--- src/rtl/riscv_pkg.sv ---
// Shared definitions for the RISC-V fetch front end.
//   XLEN_DEFAULT     : default address/PC width
//   RESET_PC_DEFAULT : default fetch address after reset (widest XLEN)
//   fetch_state_t    : fetch FSM states
//   fetch_entry_t    : prefetch queue entry {pc, instr} at the default XLEN
package riscv_pkg;

    localparam int unsigned XLEN_DEFAULT     = 32;
    localparam logic [63:0] RESET_PC_DEFAULT = 64'h0;

    typedef enum logic [1:0] {
        START,
        FETCH,
        DISCARD
    } fetch_state_t;

    typedef struct packed {
        logic [XLEN_DEFAULT-1:0] pc;
        logic [31:0]             instr;
    } fetch_entry_t;

endpackage

--- src/rtl/riscv_fetch_unit_if.sv ---
// Fetch unit bus bundle: instruction-memory req/ack channel plus the
// instruction stream handed to decode.
//   master : the fetch unit (drives mem_req/mem_addr and the instr stream)
//   slave  : memory + consumer side (drives mem_ack/mem_rdata/instr_ready)
interface riscv_fetch_unit_if
    import riscv_pkg::*;
#(
    parameter int unsigned XLEN = XLEN_DEFAULT
);
    logic            mem_req;
    logic [XLEN-1:0] mem_addr;
    logic            mem_ack;
    logic [31:0]     mem_rdata;
    logic            instr_valid;
    logic [31:0]     instr;
    logic [XLEN-1:0] instr_pc;
    logic            instr_ready;

    modport master (
        output mem_req, mem_addr, instr_valid, instr, instr_pc,
        input  mem_ack, mem_rdata, instr_ready
    );

    modport slave (
        input  mem_req, mem_addr, instr_valid, instr, instr_pc,
        output mem_ack, mem_rdata, instr_ready
    );
endinterface

--- src/rtl/fetch_queue.sv ---
// Synchronous prefetch FIFO.
//   clk, reset : clock, async active-high reset
//   push/push_data : write an entry (ignored when flush is high)
//   pop        : remove the head (caller guarantees non-empty)
//   flush      : empty the queue; overrides push and pop
//   head       : current head entry, read straight from the storage registers
//   occupancy  : number of valid entries
module fetch_queue
    import riscv_pkg::*;
#(
    parameter int unsigned DEPTH   = 4,
    parameter type         entry_t = fetch_entry_t
) (
    input  logic                       clk,
    input  logic                       reset,
    input  logic                       push,
    input  entry_t                     push_data,
    input  logic                       pop,
    input  logic                       flush,
    output entry_t                     head,
    output logic [$clog2(DEPTH+1)-1:0] occupancy
);
    localparam int unsigned PW = $clog2(DEPTH);
    localparam int unsigned OW = $clog2(DEPTH + 1);

    entry_t        slots [DEPTH];
    logic [PW-1:0] rd_ptr;
    logic [PW-1:0] wr_ptr;
    logic [OW-1:0] count;

    // DEPTH is a power of two, so the pointers wrap on their own.
    always_ff @(posedge clk or posedge reset) begin
        if (reset) begin
            for (int unsigned i = 0; i < DEPTH; i++) begin
                slots[i] <= '0;
            end
            rd_ptr <= '0;
            wr_ptr <= '0;
            count  <= '0;
        end else if (flush) begin
            rd_ptr <= '0;
            wr_ptr <= '0;
            count  <= '0;
        end else begin
            if (push) begin
                slots[wr_ptr] <= push_data;
                wr_ptr        <= wr_ptr + PW'(1);
            end
            if (pop) begin
                rd_ptr <= rd_ptr + PW'(1);
            end
            count <= count + OW'(push) - OW'(pop);
        end
    end

    assign head      = slots[rd_ptr];
    assign occupancy = count;
endmodule

--- src/rtl/riscv_fetch_unit.sv ---
// Instruction-fetch front end: owns the PC, issues word fetches over a
// latency-tolerant req/ack handshake, buffers words in a prefetch queue and
// squashes queue + in-flight fetch on a redirect.
//   clk, reset   : clock, async active-high reset
//   bus          : memory req/ack channel and instr stream (master side)
//   redirect     : squash and restart fetch at redirect_pc (bits [1:0] dropped)
//   PC           : next address to be fetched
//   occupancy    : entries in the prefetch queue
module riscv_fetch_unit
    import riscv_pkg::*;
#(
    parameter int unsigned     XLEN     = XLEN_DEFAULT,
    parameter int unsigned     DEPTH    = 4,
    parameter logic [XLEN-1:0] RESET_PC = RESET_PC_DEFAULT[XLEN-1:0]
) (
    input  logic                       clk,
    input  logic                       reset,
    riscv_fetch_unit_if.master         bus,
    input  logic                       redirect,
    input  logic [XLEN-1:0]            redirect_pc,
    output logic [XLEN-1:0]            PC,
    output logic [$clog2(DEPTH+1)-1:0] occupancy
);
    localparam int unsigned OW = $clog2(DEPTH + 1);

    typedef struct packed {
        logic [XLEN-1:0] pc;
        logic [31:0]     instr;
    } entry_t;

    fetch_state_t    state;
    fetch_state_t    state_next;
    logic [XLEN-1:0] discard_addr;
    logic            fire;
    logic            pop;
    entry_t          push_data;
    entry_t          head;

    // State register
    always_ff @(posedge clk or posedge reset) begin
        if (reset) begin
            state <= START;
        end else begin
            state <= state_next;
        end
    end

    // Next-state logic
    always_comb begin
        state_next = state;
        unique case (state)
            START:   state_next = FETCH;
            FETCH:   if (redirect && bus.mem_req && !bus.mem_ack) state_next = DISCARD;
            DISCARD: if (bus.mem_ack) state_next = FETCH;
            default: state_next = START;
        endcase
    end

    // Outputs: depend only on registered state, never on instr_ready.
    always_comb begin
        bus.mem_req  = 1'b0;
        bus.mem_addr = PC;
        unique case (state)
            START:   bus.mem_req = 1'b0;
            FETCH:   bus.mem_req = (occupancy != OW'(DEPTH));
            DISCARD: begin
                bus.mem_req  = 1'b1;
                bus.mem_addr = discard_addr;
            end
            default: bus.mem_req = 1'b0;
        endcase
    end

    assign fire = (state == FETCH) && bus.mem_req && bus.mem_ack;
    assign pop  = bus.instr_valid && bus.instr_ready;

    // PC is free to follow a redirect while DISCARD keeps the abandoned
    // request's address stable on mem_addr via discard_addr.
    always_ff @(posedge clk or posedge reset) begin
        if (reset) begin
            PC           <= RESET_PC;
            discard_addr <= RESET_PC;
        end else begin
            if (redirect) begin
                PC <= redirect_pc & ~XLEN'(3);
            end else if (fire) begin
                PC <= PC + XLEN'(4);
            end
            if (state == FETCH && state_next == DISCARD) begin
                discard_addr <= PC;
            end
        end
    end

    assign push_data.pc    = PC;
    assign push_data.instr = bus.mem_rdata;

    fetch_queue #(
        .DEPTH   (DEPTH),
        .entry_t (entry_t)
    ) u_queue (
        .clk       (clk),
        .reset     (reset),
        .push      (fire),
        .push_data (push_data),
        .pop       (pop),
        .flush     (redirect),
        .head      (head),
        .occupancy (occupancy)
    );

    assign bus.instr_valid = (occupancy != '0);
    assign bus.instr       = head.instr;
    assign bus.instr_pc    = head.pc;
endmodule
--- src/flat_wrapper.sv ---
// flat-port wrapper written by rule: the top's interface ports become plain ports
module riscv_fetch_unit_flat import riscv_pkg::*;
#(
    parameter int unsigned     XLEN     = XLEN_DEFAULT,
    parameter int unsigned     DEPTH    = 4,
    parameter logic [XLEN-1:0] RESET_PC = RESET_PC_DEFAULT[XLEN-1:0]
)
  (clk, reset, redirect, redirect_pc, PC, occupancy, bus_mem_req, bus_mem_addr, bus_instr_valid, bus_instr, bus_instr_pc, bus_mem_ack, bus_mem_rdata, bus_instr_ready);
  riscv_fetch_unit_if #(.XLEN(XLEN)) bus_i ();
  input  logic clk;
  input  logic reset;
  input  logic redirect;
  input  logic [XLEN-1:0] redirect_pc;
  output logic [XLEN-1:0] PC;
  output logic [$clog2(DEPTH+1)-1:0] occupancy;
  output wire logic [$bits(bus_i.mem_req)-1:0] bus_mem_req;
  output wire logic [$bits(bus_i.mem_addr)-1:0] bus_mem_addr;
  output wire logic [$bits(bus_i.instr_valid)-1:0] bus_instr_valid;
  output wire logic [$bits(bus_i.instr)-1:0] bus_instr;
  output wire logic [$bits(bus_i.instr_pc)-1:0] bus_instr_pc;
  input wire logic [$bits(bus_i.mem_ack)-1:0] bus_mem_ack;
  input wire logic [$bits(bus_i.mem_rdata)-1:0] bus_mem_rdata;
  input wire logic [$bits(bus_i.instr_ready)-1:0] bus_instr_ready;
  assign bus_mem_req = bus_i.mem_req;
  assign bus_mem_addr = bus_i.mem_addr;
  assign bus_instr_valid = bus_i.instr_valid;
  assign bus_instr = bus_i.instr;
  assign bus_instr_pc = bus_i.instr_pc;
  assign bus_i.mem_ack = bus_mem_ack;
  assign bus_i.mem_rdata = bus_mem_rdata;
  assign bus_i.instr_ready = bus_instr_ready;
  riscv_fetch_unit #(.XLEN(XLEN), .DEPTH(DEPTH), .RESET_PC(RESET_PC)) u_core (.clk(clk), .reset(reset), .bus(bus_i), .redirect(redirect), .redirect_pc(redirect_pc), .PC(PC), .occupancy(occupancy));
endmodule
--- config.mk ---
export PLATFORM = sky130hd
export DESIGN_NAME = riscv_fetch_unit_flat
export DESIGN_NICKNAME = d
export VERILOG_FILES = /design/src/rtl/riscv_pkg.sv /design/src/rtl/riscv_fetch_unit_if.sv /design/src/rtl/fetch_queue.sv /design/src/rtl/riscv_fetch_unit.sv /design/src/flat_wrapper.sv
export SDC_FILE = /design/constraint.sdc
export NUM_CORES = 1
export LEC_CHECK = 0
export ABC_CLOCK_PERIOD_IN_PS = 10400
export CORE_AREA = 4 4 177 179
export CTS_CLUSTER_DIAMETER = 60
export DETAILED_ROUTE_END_ITERATION = 6
export DIE_AREA = 0 0 181 183
export GPL_TIMING_DRIVEN = 0
export PLACE_DENSITY = 0.75
export SLEW_MARGIN = 20
export SYNTH_ARGS = -nofsm -noshare
export SYNTH_HDL_FRONTEND = slang
export SYNTH_SLANG_ARGS = --single-unit
--- constraint.sdc ---
create_clock -name clk -period 10.4 [get_ports clk]
set_clock_uncertainty 0.2 [all_clocks]
set_input_delay 2.08 -clock clk [delete_from_list [all_inputs] [get_ports clk]]
set_output_delay 2.08 -clock clk [all_outputs]
set_load 0.005 [all_outputs]
======== Yosys cells after proc, flatten, opt, wreduce, memory -nomap -nowiden ========
Cells that the tools add are included.
storage, ports and cells
  flip-flop bits (word level) ............. 329
  input bits .............................. 69
  output and inout port bits .............. 133
  logic and storage cells ................. 60
cells by class
  multiplexer cells ....................... 18
  $lt $le $gt $ge ......................... 3
  equality and inequality tests ........... 4
  bitwise gates (word level) .............. 3
  add/subtract/negate cells ............... 5
  reduce and logical (&&, ||, !) cells .... 13
operator list
  cell                   count
  $bwmux 256             1
  $mux 64                3
  $bmux 64 s2            1
  $demux 64 s2           1
  $mux 32                3
  $add 32x3->32 const B  1
  $mux 2                 6
  $logic_and 1x1->1      7
  $ge 3x3->1 const B     2
  $not 2->3              2
  $pmux 2 s3             1
  $add 2x1->2 const B    2
  $eq 2x2->1 const B     2
  $reduce_bool 2->1      2
  $add 3x1->3            1
  $lt 3x1->1 const B     1
  $mux 3                 1
  $ne 3x3->1 const B     1
  $reduce_bool 3->1      1
  $sub 3x1->3            1
  $eq 2x1->1 const B     1
  $logic_not 2->1        1
  $pmux 1 s2             1
  $reduce_and 2->1       1
  other kinds (2)        2

======== Depth between registers and ports, before layout ========
  depth after elaboration ................. 8
  mapped depth ............................ 12

======== By module ========
Synthesis repeated with hierarchy kept, for this count alone.
second synthesis, totals
  cell total of the unflattened synthesis .. 1039
  area, all modules ....................... 16434.5 um^2
by module, submodules not included
  module            cells an instance  seq. area each (um^2)  instances  area each (um^2)
  fetch_queue       658                6581.3                 1          12703.4
  riscv_fetch_unit  381                1551.5                 1          3731.1

======== Worst setup path after synthesis ========
OpenSTA, ideal clock, no wires.
  path kind ............................... reg-to-output
  from .................................... reg u_core.u_queue.rd_ptr[0]
  to ...................................... out bus_instr[0]
  data required time ...................... 8.120 ns
  buffers on the path ..................... 2
  stages on the path, launching flop included .. 4
  arrival ................................. 1.797 ns
  setup slack ............................. 6.323 ns
  path through ............................ dfrtp_1 clkbuf_1 buf_1 mux4_2
between the ends
  longest elaborated chain between the ends .. 4
RTL lines
  what                                        line                source
  from (decl)                                 fetch_queue.sv:27   logic [PW-1:0] rd_ptr;
  from (signal assigned)                      fetch_queue.sv:50   rd_ptr <= rd_ptr + PW'(1);
  $not 2->3 (implied by the code)             fetch_queue.sv:56   assign head = slots[rd_ptr];
  $bmux 64 s2                                 fetch_queue.sv:56
  $mux 64 (implied by the code) (2 in a row)  fetch_queue.sv:56
  to (decl)                                   flat_wrapper.sv:19  output wire logic [$bits(bus_i.instr)-1:0] bus_instr;
Every way passes these cells. The select of a mux whose other input is x is not followed.

======== Worst setup path in the final report ========
  from .................................... reg u_core.u_queue.rd_ptr[0]
  to ...................................... out bus_instr_pc[14]
between the ends
  longest elaborated chain between the ends .. 4
RTL lines
  what                                        line                source
  $not 2->3 (implied by the code)             fetch_queue.sv:56
  $bmux 64 s2                                 fetch_queue.sv:56
  $mux 64 (implied by the code) (2 in a row)  fetch_queue.sv:56
  to (decl)                                   flat_wrapper.sv:20  output wire logic [$bits(bus_i.instr_pc)-1:0] bus_instr_pc;
Every way passes these cells. The select of a mux whose other input is x is not followed.

==> results_dict.tcl <==
set metrics [dict create \
    outcome "finished clean" \
    synth_xor_xnor_area_share 0.0197 \
    ir_worst_vdd_v 0.000125 \
    power_density_mw_per_mm2 240 \
    clock_path_buffers 3 \
    max_freq_ghz 0.175 \
    post-dp-hpwl_mm 25.0 \
    crit_fanout 10 \
    top_layer_used "met5" \
    fillers 2265 \
    synthMuxAreaShare 0.328 \
    slew_headroom 0.351 \
    arrival_ns 3.44 \
    via_per_inst 5.49 \
    cts.sinks 317 \
    reg2reg_slack_ns 7.33 \
    netlist_instances 991 \
    core-area_mm2 0.0296 \
    mostFrequentLayoutCells "dfrtp_1 (317), mux2_2 (291), clkdlybuf4s50_1 (192), mux4_2 (62), nand2_1 (46)" \
    yosys_most_used_dff "dfrtp_1" \
    dp_cells 1588 \
    setup_slack_ns 4.68 \
    overflow 0 \
    finalMaxSlewViolations 0 \
    wl_met3_mm 1.43 \
    cts_hold_buf 0 \
    cts_tree "yes" \
    synth_compound_area_frac 0.0182 \
    port_buffers 192 \
    post-place-ws_ns 5.12 \
    tightest_slew_ns 0.974 \
    ys_seq_area_frac 0.541 \
    wl_met1_mm 15.8 \
    syn_area_mm2 0.0147 \
    tns_ns 0 \
    synth-warning-count 0 \
    htreeDepth 2 \
    drc_errors 0 \
    synth_area_per_cell_um2 14.8 \
    clock_latency_ns 0.52 \
    setup_violations 0 \
    cts_resized 0 \
    period_share 0.550 \
    path_class "flop to output pin" \
    grt_pass1_vias 9988 \
    ant_nets 0 \
    cts_root_buffer "clkbuf_16" \
    synth_top_family_by_area "multiplexers" \
    power_uw 4440 \
    synth_area_leader_cell "dfrtp_1" \
    synth-simple-area-share 0.0390 \
    track_usage 0.215 \
    instances_no_fill 1652 \
    wl_met2_mm 17.3 \
    hold_violations 0 \
    clkSlewWorstSetupHoldPaths_ns 0.06 \
    post-route-util 0.626 \
    place_congestion 0.824 \
    synth_top_area_frac 0.541 \
    ys_ff_latch 317 \
    first_iter_violations 492 \
    cts_inserted_buffers 36 \
    fin_nets 1318 \
    grt_pass1_wl_mm 56.7 \
    antenna_found_initial 3 \
    die_x_um 181 \
    grt_max_degree 35 \
    num_vias 9071 \
    io_pins 202 \
    start_util 0.496 \
    synthArstFlopShare 1.00 \
    rows 63 \
    layout_min_cycle_time_ns 5.72 \
    drt-pass1-iter-count 4 \
    synth_cell_types 39 \
    synthAdderAreaFrac 0.0107 \
    rsz0062_at_grt "no" \
    synthToLayoutAreaGrowth_pct 26.0 \
    endpoint_kind "output pin" \
    synth.area.top_cells "dfrtp_1 (54%), mux2_2 (22%), mux4_2 (9.5%)" \
    drive_gt1_frac 0.371 \
    cp-start-kind "flop" \
    final_common_cell "dfrtp_1" \
    die_h_um 183 \
    drv_cap 0 \
    hold_class "flop to flop" \
    post_cts_buffers 0 \
    routedWlPerCell_um 21.5 \
    p_leak_uw 0.00817 \
    synth_edf_count 0 \
    wl_mm 35.5 \
    dieArea_mm2 0.0331 \
    critPathRequiredTime_ns 8.12 \
]
## stage by stage
stage	cell area, µm²	hold WS [ns]
after floorplan	14700	0.253
after global placement	17100	0.265
after detailed placement	17300	0.275
after CTS	18500	0.288
after global routing	18500	0.308
final	18500	0.287
## worst max-delay path: stages (launching register included)
cell and delay, ns:
dfrtp_1 0.31, clkbuf_1 0.68, buf_1 0.80, mux4_2 0.60, clkdlybuf4s50_1 0.53
## final cells by class
class | instances | area, µm² | share of cell area
repair buffers | 203 | 2140 | 0.116
well taps | 390 | 488 | 0.0264
multi-input cells | 577 | 6120 | 0.331
clock inverters | 13 | 133 | 0.00717
diodes | 2 | 5.00 | 0.000271
clock buffers | 48 | 1030 | 0.0556
inverters | 16 | 63.8 | 0.00345
flip-flops and latches | 317 | 7930 | 0.429
plain buffers | 86 | 577 | 0.0312
## synthesized netlist by cell type (2+ instances only)
cell,number
buf_6,28
nor4_1,6
xor2_1,5
o21ai_0,37
and4_1,7
clkbuf_1,34
nand3_1,9
mux2_1,10
nor3_1,12
nor2_1,13
dfrtp_1,317
nand2_1,46
mux2i_1,3
or3_1,2
buf_1,9
mux4_2,62
nor2b_1,2
inv_1,16
nand4_1,7
buf_4,10
ha_1,11
xnor2_1,28
buf_2,5
a21oi_1,3
mux2_2,291
and2_1,5
## power breakdown
| part | internal, µW | total [µW] | switching (µW) |
|---|---|---|---|
| clock | 744 | 1240 | 498 |
| combinational | 932 | 1490 | 554 |
| sequential | 1540 | 1710 | 169 |
| total | 3210 | 4440 | 1220 |
## sequential cells by signal, indices dropped and copies added, names as in the netlist
register                  flops
u_core.u_queue.rd_ptr         2
u_core.PC                    30
u_core.u_queue.wr_ptr         2
u_core.u_queue.occupancy      3
u_core.state                  2
u_core.u_queue.slots        248
u_core.discard_addr          30
## logic make-up (layout without fill, tap and decap cells)
family,after synthesis,in the layout
mux,366,366
flops,317,317
simple gates,114,114
buf+inv,102,366
compound gates,46,46
xor+xnor,33,33
fa+ha+maj,12,12
other cells,1,8
## path summary, 6_finish.rpt
path | end | start | depth (start not counted)
worst min register to register | u_core.u_queue.slots[157] | u_core.u_queue.slots[157] | 1
worst max-delay path | bus_instr_pc[14] | u_core.u_queue.rd_ptr[0] | 4
min in group asynchronous | u_core.PC[17] | reset | 2
max in group asynchronous | u_core.u_queue.slots[10] | reset | 5
worst min-delay path | u_core.u_queue.slots[157] | u_core.u_queue.slots[157] | 1
worst max register to register | u_core.PC[13] | u_core.state[0] | 9
## metal layers
metal  vias up  GRT usage
li1       4053          -
met1      4740      0.304
met2       209      0.347
met3        67     0.0365
met4         2     0.0699
met5         -          0
Power figures use the tool's default switching activity.
